### src/rtl/mem_port_arbiter.sv
// Purpose : shares one fixed-latency memory port between the CPU (port 0) and the loader/debug port (port 1).
// Latency : gnt one cycle after req is seen in IDLE; done MEM_LATENCY cycles after gnt; one idle cycle between accesses.
// Backpr. : a req arriving while busy is held off until IDLE; the losing requester keeps req high and waits.
//
// Ports:
//   clk, reset                           clock, synchronous active-high reset
//   cpu_req/we/addr/wdata -> cpu_gnt/done/rdata   CPU request and response
//   ldr_req/we/addr/wdata -> ldr_gnt/done/rdata   loader request and response
//   mem_en/we/addr/wdata, mem_rdata               memory-side port
// Build option: define ARB_ROUND_ROBIN_EN to alternate the winner on simultaneous requests;
// without it the CPU always wins a tie.
module mem_port_arbiter #(
    parameter int ADDR_W      = 32,
    parameter int DATA_W      = 32,
    parameter int MEM_LATENCY = 1
) (
    input  logic              clk,
    input  logic              reset,
    input  logic              cpu_req,
    input  logic              cpu_we,
    input  logic [ADDR_W-1:0] cpu_addr,
    input  logic [DATA_W-1:0] cpu_wdata,
    output logic              cpu_gnt,
    output logic              cpu_done,
    output logic [DATA_W-1:0] cpu_rdata,
    input  logic              ldr_req,
    input  logic              ldr_we,
    input  logic [ADDR_W-1:0] ldr_addr,
    input  logic [DATA_W-1:0] ldr_wdata,
    output logic              ldr_gnt,
    output logic              ldr_done,
    output logic [DATA_W-1:0] ldr_rdata,
    output logic              mem_en,
    output logic              mem_we,
    output logic [ADDR_W-1:0] mem_addr,
    output logic [DATA_W-1:0] mem_wdata,
    input  logic [DATA_W-1:0] mem_rdata
);

    if (MEM_LATENCY < 1 || MEM_LATENCY > 15) begin : g_bad_latency
        $error("mem_port_arbiter: MEM_LATENCY must be in 1..15");
    end

    typedef enum logic [1:0] {
        S_IDLE   = 2'd0,
        S_ACCESS = 2'd1,
        S_WAIT   = 2'd2,
        S_RESP   = 2'd3
    } state_e;

    localparam logic       OWN_CPU  = 1'b0;
    localparam logic       OWN_LDR  = 1'b1;
    localparam logic [3:0] CNT_INIT = 4'(MEM_LATENCY - 1);

    state_e            state_q, state_d;
    logic              owner_q, owner_d;
    logic              last_owner_q, last_owner_d;
    logic              we_q, we_d;
    logic [ADDR_W-1:0] addr_q, addr_d;
    logic [DATA_W-1:0] wdata_q, wdata_d;
    logic [3:0]        cnt_q, cnt_d;
    logic [DATA_W-1:0] cpu_rdata_q, cpu_rdata_d;
    logic [DATA_W-1:0] ldr_rdata_q, ldr_rdata_d;
    logic              win_ldr;

`ifdef ARB_ROUND_ROBIN_EN
    // On a tie, hand the port to whichever side did not own it last time.
    assign win_ldr = (cpu_req && ldr_req) ? (last_owner_q == OWN_CPU) : ldr_req;
`else
    assign win_ldr = ldr_req && !cpu_req;
    // Ownership history is still kept so both builds share one state machine.
    logic last_owner_unused;
    assign last_owner_unused = last_owner_q;
`endif

    always_comb begin
        state_d      = state_q;
        owner_d      = owner_q;
        last_owner_d = last_owner_q;
        we_d         = we_q;
        addr_d       = addr_q;
        wdata_d      = wdata_q;
        cnt_d        = cnt_q;
        cpu_rdata_d  = cpu_rdata_q;
        ldr_rdata_d  = ldr_rdata_q;
        case (state_q)
            S_IDLE: begin
                if (cpu_req || ldr_req) begin
                    state_d = S_ACCESS;
                    owner_d = win_ldr;
                    we_d    = win_ldr ? ldr_we    : cpu_we;
                    addr_d  = win_ldr ? ldr_addr  : cpu_addr;
                    wdata_d = win_ldr ? ldr_wdata : cpu_wdata;
                end
            end
            S_ACCESS: begin
                cnt_d   = CNT_INIT;
                state_d = (MEM_LATENCY == 1) ? S_RESP : S_WAIT;
            end
            S_WAIT: begin
                cnt_d = cnt_q - 4'd1;
                if (cnt_q == 4'd1) begin
                    state_d = S_RESP;
                end
            end
            S_RESP: begin
                if (!we_q) begin
                    if (owner_q == OWN_LDR) begin
                        ldr_rdata_d = mem_rdata;
                    end else begin
                        cpu_rdata_d = mem_rdata;
                    end
                end
                last_owner_d = owner_q;
                state_d      = S_IDLE;
            end
            default: state_d = S_IDLE;
        endcase
    end

    always_ff @(posedge clk) begin
        if (reset) begin
            state_q      <= S_IDLE;
            owner_q      <= OWN_CPU;
            last_owner_q <= OWN_LDR;
            we_q         <= 1'b0;
            addr_q       <= '0;
            wdata_q      <= '0;
            cnt_q        <= 4'd0;
            cpu_rdata_q  <= '0;
            ldr_rdata_q  <= '0;
        end else begin
            state_q      <= state_d;
            owner_q      <= owner_d;
            last_owner_q <= last_owner_d;
            we_q         <= we_d;
            addr_q       <= addr_d;
            wdata_q      <= wdata_d;
            cnt_q        <= cnt_d;
            cpu_rdata_q  <= cpu_rdata_d;
            ldr_rdata_q  <= ldr_rdata_d;
        end
    end

    logic resp_rd;
    assign resp_rd = (state_q == S_RESP) && !we_q;

    assign mem_en    = (state_q == S_ACCESS);
    assign mem_we    = (state_q == S_ACCESS) && we_q;
    assign mem_addr  = addr_q;
    assign mem_wdata = wdata_q;

    assign cpu_gnt  = (state_q == S_ACCESS) && (owner_q == OWN_CPU);
    assign ldr_gnt  = (state_q == S_ACCESS) && (owner_q == OWN_LDR);
    assign cpu_done = (state_q == S_RESP)   && (owner_q == OWN_CPU);
    assign ldr_done = (state_q == S_RESP)   && (owner_q == OWN_LDR);

    // Read data is only valid on mem_rdata during RESP, so it is forwarded in
    // the done cycle and the register holds it from then on.
    assign cpu_rdata = (resp_rd && owner_q == OWN_CPU) ? mem_rdata : cpu_rdata_q;
    assign ldr_rdata = (resp_rd && owner_q == OWN_LDR) ? mem_rdata : ldr_rdata_q;

endmodule

### config.mk
export PLATFORM = sky130hd
export DESIGN_NAME = mem_port_arbiter
export DESIGN_NICKNAME = d
export VERILOG_FILES = /design/src/rtl/mem_port_arbiter.sv
export SDC_FILE = /design/constraint.sdc
export NUM_CORES = 1
export LEC_CHECK = 0
export BUFFER_PORTS_ARGS = -buffer_cell sky130_fd_sc_hd__buf_2
export CORE_MARGIN = 2
export CORE_UTILIZATION = 45
export CTS_CLUSTER_SIZE = 24
export DETAILED_ROUTE_END_ITERATION = 6
export GPL_ROUTABILITY_DRIVEN = 0
export PLACE_DENSITY_LB_ADDON = 0.05
export SLEW_MARGIN = 40
export SYNTH_ARGS = -nofsm -noshare
export SYNTH_HDL_FRONTEND = slang
export SYNTH_SLANG_ARGS = --single-unit
### constraint.sdc
create_clock -name clk -period 2 [get_ports clk]
set_input_delay 0.4 -clock clk [delete_from_list [all_inputs] [get_ports clk]]
set_output_delay 0.4 -clock clk [all_outputs]
set_load 0.02 [all_outputs]
==> impl_metrics.env <==
export IMPL_status="finished with violations"
export IMPL_violations="setup timing"
export IMPL_ant_nets=0
export IMPL_synth_top_area_share=0.449
export IMPL_hold_buffers=0
export IMPL_final_nets=1027
export IMPL_cts_made_buffers=17
export IMPL_setup_violations=64
export IMPL_cp_start_kind="register"
export IMPL_syn_num_nets=719
export IMPL_min_period_ns=2.35
export IMPL_grt_max_degree=81
export IMPL_clk_pin_slew_ns=0.05
export IMPL_pre_cts_slack_ns=0.0483
export IMPL_min_from="cpu_req"
export IMPL_synth_area_leader_cell="dfxtp_1"
export IMPL_grt_setup_unrepaired="yes"
export IMPL_yosysSeqAreaShare=0.449
export IMPL_drtIter0Drc=172
export IMPL_worstHoldPathCells=2
export IMPL_timing_final_ws_setup_ns=-0.350
export IMPL_cp_top_family="buffers and inverters"
export IMPL_grt_first_pass_wirelength_um=25200
export IMPL_leakagePower_nw=4.43
export IMPL_timing_rr_end="mem_addr[30]"
export IMPL_synth_cell_types=29
export IMPL_cp_data_required_time_ns=1.60
export IMPL_crit_type="reg2out"
export IMPL_clock_skew_ns=0.00901
export IMPL_area_growth_pct=49.2
export IMPL_clkSinkCount=136
export IMPL_layout_common_cells="buf_2 (239), dfxtp_1 (134), nor2_1 (68)"
export IMPL_dpl_cell_area_sq_um=7750
export IMPL_ys_warn_count=0
export IMPL_start_util=0.460
export IMPL_die_width_um=120
export IMPL_hold_end="owner_q"
export IMPL_postSynthCellCount=547
export IMPL_cts_buffer_depth=2
export IMPL_worst_path_buf_inv=4
export IMPL_antenna_cells=0
export IMPL_ys_seq_elements=136
export IMPL_antenna_found_initial=0
export IMPL_slew_violations=0
export IMPL_dr_total_vias=5087
export IMPL_ios=300
export IMPL_track_usage=0.223
export IMPL_final_common_cell="buf_2"
export IMPL_end_kind="output pin"
export IMPL_synth_area_leaders="dfxtp_1 (45%), mux2_4 (14%), mux2i_1 (11%)"
export IMPL_finalCritPeriodShare=1.17
export IMPL_wirelength_um=16200
export IMPL_final_setup_tns_ns=-15.86
export IMPL_grt_overflow=0
export IMPL_grt_pass1_vias=5156
export IMPL_fp_dieH_um=120
export IMPL_critPathSlowestCell="dfxtp_2"
export IMPL_r2r_worst_path_cells=8
export IMPL_cts_root_buf="clkbuf_16"
export IMPL_rows=42
export IMPL_design_core_area_sq_um=13200
export IMPL_cts_tree="done"
export IMPL_rrSetupSlack_ns=0.20
export IMPL_maxSlewHeadroom=0.766
export IMPL_hold_violations=0
export IMPL_htree_levels=4
export IMPL_max_stage_delay_ns=0.35
export IMPL_viasPerCell=4.87
export IMPL_critPathMostFrequentCell="buf_6"
export IMPL_dieArea_sq_um=14400
export IMPL_drtPass1Iterations=4
export IMPL_path_cells="ha_4 > nor3b_4 > buf_6 > buf_8 > buf_16 > mux2_4 > buf_6"
export IMPL_syn_avg_cell_area_sq_um=11.1
export IMPL_dp_hpwl_um=11400
export IMPL_io_buffer_count=299
export IMPL_drc=0
export IMPL_wl_per_cell_um=15.5
export IMPL_clock_fmax_mhz=426
export IMPL_layout_drive_gt1_share=0.503
export IMPL_worst_pin_slew_ns=0.351
export IMPL_hold_path_class="in2reg"
export IMPL_p_per_area_nw_per_um2=1210
export IMPL_syn_area_sq_um=6070
export IMPL_worst_ir_drop_vdd_mv=0.837
export IMPL_clock_latency_ns=0.41
export IMPL_drv_cap=0
export IMPL_reg2reg_from="state_q[1]"
export IMPL_cp_max_fo=6
export IMPL_stdcell_area_sq_um=9060
export IMPL_arrival_ns=1.95
-- logic make-up (layout without fill, tap and decap cells) --
family / Yosys count / count (layout) / share of synthesized area
DFF: 136 / 136 / 0.449
adders and majority gates: 6 / 6 / 0.0124
buffers and inverters: 47 / 368 / 0.0443
and+or+nand+nor: 151 / 151 / 0.138
AOI/OAI and AO/OA: 76 / 76 / 0.0915
muxes: 131 / 131 / 0.265
-- what timing repair did --
action	CTS	global route
endpoints found under the setup margin	64	64
cloned	3	0
pin swaps	0	1
resized for setup	135	9
buffers inserted	8	5
-- metal layers --
layer  up-vias  track usage  routed length, um
met1      2354        0.234               6270
met2       175        0.415               8610
met4         0       0.0801                311
met5         -            0                  0
met3        19       0.0689                983
li1       2539            -                  -
-- state kept, by name (all words and copies together), names as in the netlist --
name,flops
cpu_rdata_q,32
ldr_rdata_q,32
mem_addr,32
mem_wdata,32
cnt_q,4
state_q,2
owner_q,1
we_q,1
-- power by group --
part	switching, mW	internal, mW
sequential	0.257	3.24
clock	1.14	2.44
combinational	2.19	1.73
-- cells in the mapped netlist --
cell type / count
dfxtp_1: 136
nor2_1: 68
a211oi_1: 66
mux2i_1: 66
mux2_4: 58
nor2b_1: 39
and2b_1: 30
clkbuf_1: 25
buf_6: 11
mux2_2: 7
ha_1: 6
buf_2: 5
inv_1: 5
a21oi_1: 4
and2_1: 3
nand2_1: 2
nand2b_1: 2
o21ai_0: 2
or3_1: 2
a22oi_1: 1
buf_4: 1
nand3_1: 1
nand3b_4: 1
nand4b_1: 1
nor3b_4: 1
o21a_1: 1
o22ai_1: 1
o31a_1: 1
or3b_2: 1
-- layout make-up --
type                    count  area, sq um
inverters                   5         18.8
fillers                  1028         4130
well taps                 176          220
flip-flops and latches    136         2730
repair buffers            331         2270
clock buffers              21          470
multi-input cells         364         3130
clock inverters            11          218
-- worst register-to-register path: cells and delay by family (launching register included) --
family	cells	cell delay, ns
AOI/OAI and AO/OA	2	0.43
buffers and inverters	4	0.61
DFF	1	0.33
adders and majority gates	1	0.23
and+or+nand+nor	1	0.12
-- how the worst max path moves through the flow --
| stage | start | end | slack (ns) | cells past startpoint |
|---|---|---|---|---|
| after floorplan | state_q[1] | cpu_rdata[0] | 0.12 | 4 |
| after global placement | state_q[0] | ldr_rdata[31] | 0.08 | 6 |
| after CTS | state_q[1] | cpu_rdata[7] | -0.35 | 7 |
| after detailed placement | state_q[0] | ldr_rdata[29] | 0.05 | 6 |
| final | state_q[1] | cpu_rdata[18] | -0.35 | 7 |
| after global routing | state_q[0] | cpu_rdata[18] | -0.43 | 7 |
-- per-stage QoR --
stage / hold slack [ns] / power [mW] / utilization / cells
2_1_floorplan: 0.453 / 5.91 / - / 547
3_3_place_gp: 0.468 / 6.98 / 0.588 / 998
3_5_place_dp: 0.488 / 7.07 / 0.588 / 998
4_1_cts: 0.244 / 11.0 / 0.684 / 1041
5_1_grt: 0.251 / 11.6 / 0.687 / 1044
6_report: 0.262 / 11.0 / 0.687 / 1044
No activity file was read; power rests on OpenSTA's default activity.
